`src/rtl/rr_arbiter4_pkg.sv`:
```
// Shared definitions for the four-way round-robin bus arbiter.
package rr_arbiter4_pkg;

    typedef enum logic {
        ARB_IDLE  = 1'b0,
        ARB_GRANT = 1'b1
    } arb_state_e;

    localparam logic [1:0] REQ_CPU = 2'd0;
    localparam logic [1:0] REQ_MON = 2'd1;
    localparam logic [1:0] REQ_LD  = 2'd2;
    localparam logic [1:0] REQ_AUX = 2'd3;

    localparam int ARB_TIMEOUT_DEF = 16;
    localparam int ARB_CNT_W_DEF   = 5;

    function automatic logic [3:0] onehot4(input logic [1:0] idx);
        return 4'b0001 << idx;
    endfunction

endpackage

```
`src/rtl/rr_arbiter4_pick4.sv`:
```
// Combinational rotating-priority picker: search starts at last+1, so last is lowest priority.
// With excl_i set the requester at index last is removed from the candidates entirely.
module rr_pick4 (
    input  logic [3:0] req_i,
    input  logic [1:0] last_i,
    input  logic       excl_i,
    output logic [1:0] winner_o,
    output logic       any_o
);

    logic [3:0] cand;
    logic [1:0] idx;

    always_comb begin
        cand = req_i;
        if (excl_i) begin
            cand[last_i] = 1'b0;
        end
        idx      = '0;
        winner_o = last_i;
        // Walk from lowest to highest priority so the nearest candidate wins.
        for (int k = 4; k >= 1; k--) begin
            idx = last_i + 2'(k);
            if (cand[idx]) begin
                winner_o = idx;
            end
        end
    end

    assign any_o = |cand;

endmodule

```
`src/rtl/rr_arbiter4.sv`:
```
// Round-robin arbiter for one shared 32-bit resource, four requesters, registered grant/select.
// Define ARB_TIMEOUT_EN to force release of a grant held TIMEOUT cycles without done.
module rr_arbiter4
    import rr_arbiter4_pkg::*;
#(
    parameter int TIMEOUT = ARB_TIMEOUT_DEF,
    parameter int CNT_W   = ARB_CNT_W_DEF
) (
    input  logic       clk,
    input  logic       rst,
    input  logic [3:0] req,
    input  logic       done,
    output logic [3:0] gnt,
    output logic [1:0] sel,
    output logic       busy,
    output logic       timeout
);

    arb_state_e state_q, state_d;
    logic [3:0] gnt_q, gnt_d;
    logic [1:0] sel_q, sel_d;
    logic [1:0] last_q, last_d;
    logic       busy_q, busy_d;
    logic       tmo_q, tmo_d;

    logic       in_grant, force_rel, rel_c, grant_ok, new_grant;
    logic       pick_any;
    logic [1:0] pick_win, win;

    assign in_grant = (state_q == ARB_GRANT);

    // In GRANT last_q is the current owner; it is excluded and only re-granted as a fallback.
    rr_pick4 u_pick (
        .req_i    (req),
        .last_i   (last_q),
        .excl_i   (in_grant),
        .winner_o (pick_win),
        .any_o    (pick_any)
    );

`ifdef ARB_TIMEOUT_EN
    logic [CNT_W-1:0] cnt_q, cnt_d;

    assign force_rel = in_grant && !done && (cnt_q == CNT_W'(TIMEOUT - 1));

    always_comb begin
        cnt_d = cnt_q;
        if (new_grant) begin
            cnt_d = '0;
        end else if (in_grant) begin
            cnt_d = cnt_q + CNT_W'(1);
        end
    end

    always_ff @(posedge clk) begin
        if (rst) begin
            cnt_q <= '0;
        end else begin
            cnt_q <= cnt_d;
        end
    end
`else
    logic unused_cfg;
    assign unused_cfg = ^{TIMEOUT[0], CNT_W[0]};
    assign force_rel  = 1'b0;
`endif

    assign rel_c     = in_grant && (done || !req[last_q] || force_rel);
    assign grant_ok  = pick_any || (in_grant && req[last_q]);
    assign win       = pick_any ? pick_win : last_q;
    assign new_grant = in_grant ? (rel_c && grant_ok) : pick_any;

    always_ff @(posedge clk) begin
        if (rst) begin
            state_q <= ARB_IDLE;
            gnt_q   <= '0;
            sel_q   <= REQ_CPU;
            last_q  <= REQ_AUX;
            busy_q  <= 1'b0;
            tmo_q   <= 1'b0;
        end else begin
            state_q <= state_d;
            gnt_q   <= gnt_d;
            sel_q   <= sel_d;
            last_q  <= last_d;
            busy_q  <= busy_d;
            tmo_q   <= tmo_d;
        end
    end

    always_comb begin
        state_d = state_q;
        case (state_q)
            ARB_IDLE:  if (pick_any) state_d = ARB_GRANT;
            ARB_GRANT: if (rel_c && !grant_ok) state_d = ARB_IDLE;
        endcase
    end

    always_comb begin
        gnt_d  = gnt_q;
        sel_d  = sel_q;
        last_d = last_q;
        busy_d = busy_q;
        tmo_d  = force_rel;
        if (new_grant) begin
            gnt_d  = onehot4(win);
            sel_d  = win;
            last_d = win;
            busy_d = 1'b1;
        end else if (rel_c) begin
            // sel keeps pointing at the last owner while idle.
            gnt_d  = '0;
            busy_d = 1'b0;
        end
    end

    assign gnt     = gnt_q;
    assign sel     = sel_q;
    assign busy    = busy_q;
    assign timeout = tmo_q;

endmodule

```
`config.mk`:
```
export PLATFORM = sky130hd
export DESIGN_NAME = rr_arbiter4
export DESIGN_NICKNAME = d
export VERILOG_FILES = /design/src/rtl/rr_arbiter4_pkg.sv /design/src/rtl/rr_arbiter4_pick4.sv /design/src/rtl/rr_arbiter4.sv
export SDC_FILE = /design/constraint.sdc
export NUM_CORES = 1
export LEC_CHECK = 0
export ABC_AREA = 0
export CAP_MARGIN = 20
export CORE_MARGIN = 8
export CORE_UTILIZATION = 38
export CTS_CLUSTER_DIAMETER = 120
export DETAILED_ROUTE_END_ITERATION = 8
export SYNTH_ARGS = -nofsm -noshare
export SYNTH_HDL_FRONTEND = slang
export SYNTH_HIERARCHICAL = 1
export SYNTH_SLANG_ARGS = --single-unit
export TNS_END_PERCENT = 10
```
`constraint.sdc`:
```
create_clock -name clk -period 4.4 [get_ports clk]
set_clock_uncertainty 0.1 [all_clocks]
set_input_delay 0.44 -clock clk [delete_from_list [all_inputs] [get_ports clk]]
set_output_delay 0.44 -clock clk [all_outputs]
set_load 0.01 [all_outputs]
```
-- Yosys cells after proc, flatten, opt, wreduce, memory -nomap -nowiden
Cells that the tools add are included.
- shifts and indexed selects: 1
- muxes and demuxes: 23
- $lt $le $gt $ge: 5
- add/sub/neg operators: 3
- bitwise logic cells: 3
- reductions and logical operators: 11
- operators by type and width (kind ; number):
    2-bit by 3-bit < comparator with 1-bit output, second input constant ; 4
    4-bit two-way mux ; 3
    1-bit two-way mux ; 10
    1-bit binary-select mux with 2-bit select ; 4
    2-bit two-way mux ; 4
    1-bit logical AND ; 5
    2-bit adder, second input constant ; 2
    4-bit bitwise AND ; 1
    4-bit inverter ; 1
    4-bit OR reduction ; 1
    1-bit by 2-bit left shift with 4-bit output, first input constant ; 1
    2-bit by 1-bit adder with 2-bit output, second input constant ; 1
    1-bit demux with 2-bit select ; 1
    2-bit by 1-bit >= comparator with 1-bit output, second input constant ; 1
    1-bit logical NOT ; 2
    1-bit logical OR ; 2
    1-bit case mux with 2 select lines ; 1
    2-bit nonzero test ; 1
    1-bit inverter ; 1
- word-level logic and storage cells: 51
- flip-flop bits (word level): 10
- input bits: 7
- output and inout port bits: 8

-- Logic depth before layout (Yosys ltp)
Gate-level depths: netlist (run 1).
- word-level depth: 15
- gate-level depth with buffers: 12
- gate-level depth less buffers: 11

-- Hierarchy
Netlist (run 1), hierarchy kept.
- modules (own cells, without submodules) (module ; times used ; seq. area each (um^2) ; cells an instance ; area an instance (um^2)):
    rr_arbiter4 ; 1 ; 200.2 ; 53 ; 510.5
    rr_pick4 ; 1 ; 0.0 ; 39 ; 301.5

-- Worst setup path before layout (run 1)
OpenSTA, ideal clock, no wires.
- path kind: reg-to-reg
- start: register last_q[0]
- end: register gnt_q[3] (netlist: gnt[3])
- data required time: 4.226 ns
- arrival time: 2.846 ns
- clock period less this slack: 3.020 ns
- buffers on the path: 1
- setup time: 0.074 ns
- cell stages (with the launch flop): 12
- path slack: 1.380 ns
- cell sequence: dfxtp_1 buf_6 inv_1 ha_1 mux2_1 a21oi_1 nor3_1 a311o_1 a211oi_2 mux2i_1 or4b_1 a31oi_1
- cells in the longest elaborated chain, start to end: 15
- elaborated cells on any way between the ends: 34
- those cells by class: 3 x add/sub; 2 x order compare; 1 x shift; 17 x mux; 2 x bitwise; 9 x reduce/logical
- ends and longest elaborated chain (item ; RTL line ; source):
    from (decl) ; rr_arbiter4.sv:22 ; logic [1:0] last_q, last_d;
    from (signal assigned) ; rr_arbiter4.sv:85 ; last_q <= last_d;
    2-bit by 3-bit < comparator with 1-bit output or 2-bit by 1-bit >= comparator with 1-bit output (tied branches) ; n/a ;
    1-bit logical AND (not written as such) ; rr_arbiter4_pick4.sv:17 ; cand[last_i] = 1'b0;
    1-bit two-way mux (not written as such) ; rr_arbiter4_pick4.sv:17 ;
    1-bit demux with 2-bit select ; n/a ;
    4-bit inverter (no line) ; n/a ;
    4-bit bitwise AND (no line) ; n/a ;
    4-bit two-way mux ; rr_arbiter4_pick4.sv:16 ; if (excl_i) begin
    1-bit binary-select mux with 2-bit select ; rr_arbiter4_pick4.sv:24 ; if (cand[idx]) begin
    1-bit two-way mux (not written as such) ; rr_arbiter4_pick4.sv:24 ;
    2-bit two-way mux (2 in a row) ; rr_arbiter4_pick4.sv:24 ;
    2-bit two-way mux * ; rr_arbiter4_pick4.sv:24 ;
    via pick_win[0] ; rr_arbiter4.sv:28 ; logic [1:0] pick_win, win;
    2-bit two-way mux * ; rr_arbiter4.sv:70 ; assign win = pick_any ? pick_win : last_q;
    1-bit by 2-bit left shift with 4-bit output * ; rr_arbiter4_pkg.sv:18 ; return 4'b0001 << idx;
    4-bit two-way mux * ; rr_arbiter4.sv:105 ; if (new_grant) begin
    to (signal assigned) ; rr_arbiter4.sv:83 ; gnt_q <= gnt_d;
    to (decl) ; rr_arbiter4.sv:20 ; logic [3:0] gnt_q, gnt_d;
The timed path passes the listed nets; every way through them passes the cells marked *. The select of a mux whose other input is x is not followed.
A chain may end at the register's enable or synchronous reset.

-- Worst setup path in the final report (run 1)
Same ends and word-level chain as after synthesis.

==> impl_metrics.ini, run 1 <==
[run_status]
run_status = finished, final reports clean

[finish]
layout_commonest_cell = clkdlybuf4s50_1
final_cell_mix = clkdlybuf4s50_1 (13), dfxtp_1 (10), nand2_1 (8), mux2i_1 (8), nor2_1 (7)
area_growth_syn_to_layout_pct = 21.4
antennaDiodeCount = 0
drive_above_1_share_pct = 13.3
seq_area_um2 = 200
num-fill-cells = 200
multi_input_area_um2 = 567
finalNetCount = 117

[sta]
rsz0062_at_grt = no
slew_headroom_pct = 52.2
timing.final.hold_violations = 0
totalNegativeSetupSlack_ns = 0
final.min_clock_period_ns = 3.54
final_max_slew_viol_count = 0
timing.final.crit_share_pct = 80.3
setup_ws_ns = 0.865
worst_slew_pin_slew_ns = 0.716
setup_viol = 0
max_freq_mhz = 283

[power_and_ir_drop]
clkPwrFrac_pct = 13.0
powerDensity_nw_per_um2 = 638
combPwrFrac_pct = 58.8
seqPwrFrac_pct = 28.2
p_int_uw = 364
p_switching_uw = 265
peakVddDrop_uv = 313
leakage_uw = 0.000445
switching_share_pct = 42.1

[clock_network]
path_clk_slew_ns = 0.07
cts_hold_repair.buffers = 0
post_cts_buffers = 0
cts_sinks = 10
cts_buffers = 3
tritoncts = yes
insertion_delay_ns = 0.27
htreeDepth = 1
cts.path.max_buffers = 2
root_buffer = clkbuf_4
post_cts_resized = 0

[run]
timing.max_cap.violations = 0

[worst_setup_path]
cpLargestDelayFamily = compound AO/OA/AOI/OAI gates
crit_chain = inv_1 -> ha_1 -> mux2_1 -> a21oi_1 -> nor3_1 -> a311o_1 -> a211oi_2 -> mux2i_1 -> or4b_1 -> a31oi_1
end_kind = flop
worstPathRequired_ns = 4.49
crit_path_start_kind = flop
slowest_stage = dfxtp_1
crit_path_max_fanout = 19
crit_arrival_ns = 3.63
critPathKind = reg -> reg
critPathMaxStageDelay_ns = 0.79
cp_num_buf_inv = 1

[logic_synthesis]
syn_area_um2 = 812
ys_async_sr_fraction_pct = 0
synth_fp_nets = 103
synth_edf_count = 0
synth_ff_type = dfxtp_1
syn_inst = 92
ys_seq_area_share_pct = 24.7
ys_seq_elements = 10
synth.avg_cell_area_um2 = 8.83
synthDistinctLibCells = 39
ys_warn_count = 6

[die]
num_rows = 16
initial_core_util_pct = 41.0
dieWidth_um = 62.2
top_level_ports = 15
dieArea_um2 = 3870
die_h_um = 62.2
coreArea_um2 = 1980

[routing]
top_layer_used = met4
met1_length_um = 925
num_vias = 720
via_per_inst = 5.45
drt_first_pass_iters = 4
drt-total-wl_um = 1810
routed-wl-met3_um = 66
drc_errors = 0
drtAntennaViolNets = 0
met2_length_um = 798
drtIter0Drc = 10
wl_per_cell_um = 13.7

[hold_path]
min_path_type = reg -> reg

[global_routing]
grt_pass1_vias = 698
grt_max_degree = 20
grt_pass1_wl_um = 3150
track_usage_pct = 9.50
overflow = 0
grt_antenna_before_repair = 0

[placed_design]
portBuffers = 13
hpwl_um = 1330
pre_cts_ws_ns = 0.921
gp_congestion = 0.908
==> path summary, 6_finish.rpt <==
path	from	to	slack, ns	cells after the start
worst max-delay path	last_q[0]	gnt[3]	0.86	10
worst min-delay path	busy	busy	0.36	2
worst max register to register	last_q[0]	gnt[3]	0.86	10
worst min register to register	busy	busy	0.36	2
==> state kept, by name (all words and copies together) (netlist names) <==
| register | cells |
|---|---|
| busy | 1 |
| sel | 2 |
| in_grant | 1 |
| last_q | 2 |
| gnt | 4 |
==> layer usage <==
metal	vias to the layer above	global-route usage (%)
met4	0	2.62
met1	347	12.4
met5	-	0
li1	358	-
met2	11	14.2
met3	4	3.41
==> cell families after synthesis <==
group                    Yosys count  share of synthesized area [%]
AND/OR/NAND/NOR                   31                           20.3
AO/OA/AOI/OAI                     22                           22.5
multiplexers                      15                           20.3
flip-flops                        10                           24.7
buffers and inverters              9                           5.55
adder cells (fa/ha/maj)            4                           6.16
other                              1                          0.462
==> tightest hold or removal path, stage by stage, from the launching register on <==
cell and delay [ns]:
dfxtp_1 0.31, nand2_1 0.05, a21oi_1 0.05
==> cell usage after synthesis, types with 2 or more instances <==
| master | n | share of area, % |
|---|---|---|
| clkbuf_1 | 2 | 0.92 |
| nor2b_1 | 2 | 1.5 |
| inv_1 | 5 | 2.3 |
| mux2_2 | 2 | 2.8 |
| nor2_1 | 7 | 3.2 |
| a21oi_1 | 4 | 2.5 |
| a31oi_1 | 2 | 1.5 |
| mux2i_1 | 8 | 9.9 |
| nand2_1 | 8 | 3.7 |
| nor3b_1 | 2 | 1.8 |
| a21boi_0 | 2 | 1.8 |
| nand2b_1 | 3 | 2.3 |
| dfxtp_1 | 10 | 25 |
| ha_1 | 4 | 6.2 |
| mux2_1 | 3 | 4.2 |
| a22o_1 | 2 | 2.2 |
| and2_1 | 3 | 2.3 |
| a211oi_2 | 2 | 3.1 |
==> final cells by class <==
cell class	instances	area share, %
tap	27	3.43
multi-input combinational	73	57.5
sequential	10	20.3
inverter	5	1.90
clock buffer	4	3.68
timing repair buffer	13	13.2
==> power groups by stage <==
stage / Sequential, µW / Combinational, µW / Clock (µW)
after global routing: 184 / 408 / 89.2
after floorplan: 172 / 273 / 0
after detailed placement: 180 / 366 / 0
after global placement: 178 / 365 / 0
after CTS: 177 / 370 / 85.3
final: 177 / 370 / 81.7
==> through the flow <==
| stage | std cells | util [%] | hold slack, ns | instance area [µm²] | total power (µW) |
|---|---|---|---|---|---|
| detailed placement | 128 | 47.9 | 0.350 | 950 | 546 |
| global route | 132 | 49.7 | 0.384 | 986 | 681 |
| finish | 132 | 49.7 | 0.356 | 986 | 629 |
| floorplan | 92 | - | 0.378 | 812 | 445 |
| CTS | 132 | 49.7 | 0.359 | 986 | 633 |
| global placement | 128 | 47.9 | 0.347 | 950 | 543 |
(Power assumes the default switching activity.)
==> run 2: changes to the inputs <==
clock period = 3.6 ns   (was 4.4 ns; I/O delays follow)
==> run 2 against run 1 <==
Maximum frequency increased by 10%. Total power increased by 23%. Setup slack got worse by 0.48 ns. Highest routed layer unchanged. Sequential share of layout area decreased by 0.15 points. Wire length decreased by 0.89%. Combinational power increased by 27%. Worst hold slack got worse by 0.0014 ns. First-iteration DRC count decreased by 30%. Clock-buffer cell count unchanged. Die area unchanged. Final area increased by 0.76%.
==> impl_metrics.ini, run 2 (synthesis results as in run 1) <==
[run_status]
run_status = finished, final reports clean

[routing]
wl_per_cell_um = 13.5
drtAntennaViolNets = 0
drt-total-wl_um = 1790
drtIter0Drc = 7
via_per_inst = 5.34
num_vias = 710
drt_first_pass_iters = 4
drc_errors = 0

[worst_setup_path]
critPathKind = reg -> reg
end_kind = flop
reg2reg_depth = 10
crit_path_start_kind = flop
reg2reg_from = last_q[0]
crit_path_max_fanout = 13
crit_path_end = gnt[3]
worstPathRequired_ns = 3.68
worstReg2RegEnd = gnt[3]
crit_arrival_ns = 3.30
startpoint = last_q[0]
reg2reg_slack_ns = 0.39

[finish]
largest_reg_flops = 4
drive_above_1_share_pct = 14.2
antennaDiodeCount = 0
area_growth_syn_to_layout_pct = 22.3
finalNetCount = 118
final_cell_mix = clkdlybuf4s50_1 (13), dfxtp_1 (10), nand2_1 (8), mux2i_1 (8), nor2_1 (7)
multi_input_area_um2 = 567
num-fill-cells = 197
layout_commonest_cell = clkdlybuf4s50_1
seq_area_um2 = 200

[run]
timing.max_cap.violations = 0

[sta]
totalNegativeSetupSlack_ns = 0
final_max_slew_viol_count = 0
slew_headroom_pct = 52.9
worst_slew_pin_slew_ns = 0.705
timing.final.hold_violations = 0
rsz0062_at_grt = no
hold_ws_ns = 0.354
timing.final.crit_share_pct = 89.3
max_freq_mhz = 311
setup_viol = 0
final.min_clock_period_ns = 3.21

[clock_network]
post_cts_buffers = 0
post_cts_resized = 0
cts_buffers = 3
insertion_delay_ns = 0.26
tritoncts = yes
cts_sinks = 10
cts_hold_repair.buffers = 0
root_buffer = clkbuf_4
cts.path.max_buffers = 2
htreeDepth = 1
path_clk_slew_ns = 0.06

[die]
dieWidth_um = 62.2
num_rows = 16
dieArea_um2 = 3870
coreArea_um2 = 1980
initial_core_util_pct = 41.0
die_h_um = 62.2
top_level_ports = 15

[hold_path]
whs_path_depth = 2
min_path_type = reg -> reg

[power_and_ir_drop]
p_int_uw = 450
seqPwrFrac_pct = 26.3
combPwrFrac_pct = 60.7
p_switching_uw = 326
leakage_uw = 0.000449
peakVddDrop_uv = 384
clkPwrFrac_pct = 12.9
switching_share_pct = 42.0
powerDensity_nw_per_um2 = 781

[global_routing]
overflow = 0
track_usage_pct = 9.08
grt_max_degree = 14
grt_pass1_vias = 695
grt_antenna_before_repair = 0
grt_pass1_wl_um = 3010

[placed_design]
portBuffers = 13
gp_congestion = 0.873
hpwl_um = 1360
run 2: cell types whose count changed in the layout (fill, tap and decap cells not counted), sizes merged:
cell  delta
buf      +1
run 2: layout make-up:
cell class	count	share of cell area (%)
well taps	27	3.40
clock buffers	4	3.65
multi-input cells	73	57.1
inverters	5	1.89
repair buffers	14	13.9
flip-flops and latches	10	20.2
run 2: metal layers:
layer / up-vias / track usage (%) / share of wire (%)
met2: 12 / 13.8 / 45
li1: 362 / - / -
met4: 0 / 2.62 / 1.5
met5: - / 0 / 0
met3: 4 / 2.87 / 2.9
met1: 332 / 11.8 / 51
run 2: worst min path at each step:
stage,endpoint,slack (ns),start
after floorplan,sel[1],0.38,sel[1]
after global placement,busy,0.35,busy
after detailed placement,busy,0.35,busy
after CTS,busy,0.36,busy
after global routing,busy,0.38,busy
final,busy,0.35,busy
run 2: worst max-delay path, stage by stage, from the launching register on:
cell and delay, ns:
dfxtp_1 0.57, inv_1 0.16, ha_1 0.26, mux2_1 0.29, a21oi_1 0.30, nor3_1 0.09
a311o_1 0.34, a211oi_2 0.22, mux2i_1 0.13, or4b_1 0.50, a31oi_1 0.17
run 2: power by group through the flow:
| stage | Clock, µW | Combinational [µW] | Sequential (µW) |
|---|---|---|---|
| floorplan | 0 | 334 | 210 |
| global placement | 0 | 468 | 204 |
| detailed placement | 0 | 467 | 206 |
| CTS | 104 | 471 | 204 |
| global route | 109 | 516 | 212 |
| finish | 100 | 471 | 204 |
run 2: metrics by stage:
stage / std cells / total power [µW] / util (%) / setup slack, ns / cell area [µm²]
after floorplan: 92 / 544 / - / 0.580 / 812
after global routing: 133 / 836 / 50.1 / 0.0621 / 993
final: 133 / 776 / 50.1 / 0.385 / 993
after global placement: 129 / 673 / 48.3 / 0.495 / 957
after detailed placement: 129 / 673 / 48.3 / 0.406 / 957
after CTS: 133 / 779 / 50.1 / 0.381 / 993
==> run 3: changes to the inputs <==
clock period = 3.4 ns   (was 3.6 ns; I/O delays follow)
==> run 3 against run 2 <==
Utilization up 0.38 points. Non-clock buffer count is 1 higher. Die area did not move. Sequential share of layout area shrank 0.15 points. Global-route usage increased by 0.41 points. Via count fell by 0.99%. First-iteration DRC count rose by 43%. Wire length increased by 1.0%. Register-to-register slack got worse by 0.11 ns. Final area rose by 0.76%.
==> impl_metrics.ini, run 3 (synthesis results as in run 1) <==
[global_routing]
track_usage_pct = 9.49
overflow = 0
grt_pass1_wl_um = 3160
grt_pass1_vias = 690
grt_antenna_before_repair = 0
grt_max_degree = 13

[run]
timing.max_cap.violations = 0

[finish]
area_growth_syn_to_layout_pct = 23.3
layout_commonest_cell = clkdlybuf4s50_1
fin_util_pct = 50.5
antennaDiodeCount = 0
drive_above_1_share_pct = 15.0
finalNetCount = 119
fin_area_um2 = 1000
final_cell_mix = clkdlybuf4s50_1 (13), dfxtp_1 (10), nand2_1 (8), mux2i_1 (8), nor2_1 (7)
largest_reg_flops = 4

[routing]
drt-total-wl_um = 1810
num_vias = 703
drtAntennaViolNets = 0
wl_per_cell_um = 13.5
drt_first_pass_iters = 6
drtIter0Drc = 10
via_per_inst = 5.25
drc_errors = 0

[worst_setup_path]
end_kind = flop
slowest_stage = dfxtp_1
crit_chain = inv_1 -> ha_1 -> mux2_1 -> a21oi_1 -> a21oi_2 -> a311o_1 -> a211oi_2 -> mux2i_1 -> or4b_1 -> a31oi_1
critPathMaxStageDelay_ns = 0.62
critPathKind = reg -> reg
crit_path_max_fanout = 12
crit_path_start_kind = flop
crit_arrival_ns = 3.22
worstPathRequired_ns = 3.49

[sta]
max_freq_mhz = 320
worst_slew_pin_slew_ns = 0.675
totalNegativeSetupSlack_ns = 0
timing.final.crit_share_pct = 91.9
timing.final.hold_violations = 0
final_max_slew_viol_count = 0
slew_headroom_pct = 55.0
final.min_clock_period_ns = 3.12
setup_viol = 0
rsz0062_at_grt = no

[placed_design]
placed_cell_area_um2 = 965
gp_congestion = 0.856
portBuffers = 13
hpwl_um = 1410

[power_and_ir_drop]
peakVddDrop_uv = 433
leakage_uw = 0.000454
powerDensity_nw_per_um2 = 827
p_total_uw = 828

[clock_network]
cts_hold_repair.buffers = 0
htreeDepth = 1
post_cts_resized = 0
insertion_delay_ns = 0.26
cts_buffers = 3
post_cts_buffers = 0
cts.path.max_buffers = 2
cts_sinks = 10
tritoncts = yes
path_clk_slew_ns = 0.07
root_buffer = clkbuf_4

[die]
dieArea_um2 = 3870
coreArea_um2 = 1980
dieWidth_um = 62.2
initial_core_util_pct = 41.0
top_level_ports = 15
num_rows = 16
die_h_um = 62.2

[hold_path]
min_path_type = reg -> reg

[run_status]
run_status = finished, final reports clean
run 3: changes by cell type in the layout (fill, tap and decap cells not counted), sizes merged:
cell	before	now
buf	1	2
run 3: layer usage:
metal / global-route usage (%) / part of all wire [%] / vias up
met5: 0 / 0 / -
met4: 2.62 / 0.83 / 0
li1: - / - / 364
met3: 2.33 / 3.2 / 2
met2: 14.9 / 45 / 15
met1: 12.4 / 50 / 322
run 3: metrics by stage:
stage	instances	worst slack, ns	hold slack (ns)
final	134	0.277	0.362
after floorplan	92	0.380	0.378
after CTS	134	0.265	0.365
after detailed placement	130	0.289	0.350
after global routing	134	0.0531	0.384
after global placement	130	0.360	0.346
run 3: report_power, final:
| part | switching [µW] | internal [µW] |
|---|---|---|
| Sequential | 44.5 | 161 |
| Clock | 43.5 | 65.0 |
| Combinational | 258 | 256 |
| Total | 346 | 482 |
run 3: path summary, 6_finish.rpt:
path | from | endpoint | slack, ns | cells after the start
worst max-delay path | last_q[1] | gnt[3] | 0.28 | 10
worst min register to register | busy | busy | 0.36 | 2
worst min-delay path | busy | busy | 0.36 | 2
worst max register to register | last_q[1] | gnt[3] | 0.28 | 10
run 3: area by class of cell:
type,instances,area (µm²)
clock buffers,4,36.3
fillers,191,981
inverters,5,18.8
multi-input cells,73,567
flip-flops and latches,10,200
well taps,27,33.8
repair buffers,15,145
run 3: critical path: cells and delay by family (launching register included):
kind | cells | cell delay, ns
compound gates | 5 | 1.03
flops | 1 | 0.62
simple gates | 1 | 0.50
mux | 2 | 0.43
fa+ha+maj | 1 | 0.22
buf+inv | 1 | 0.15
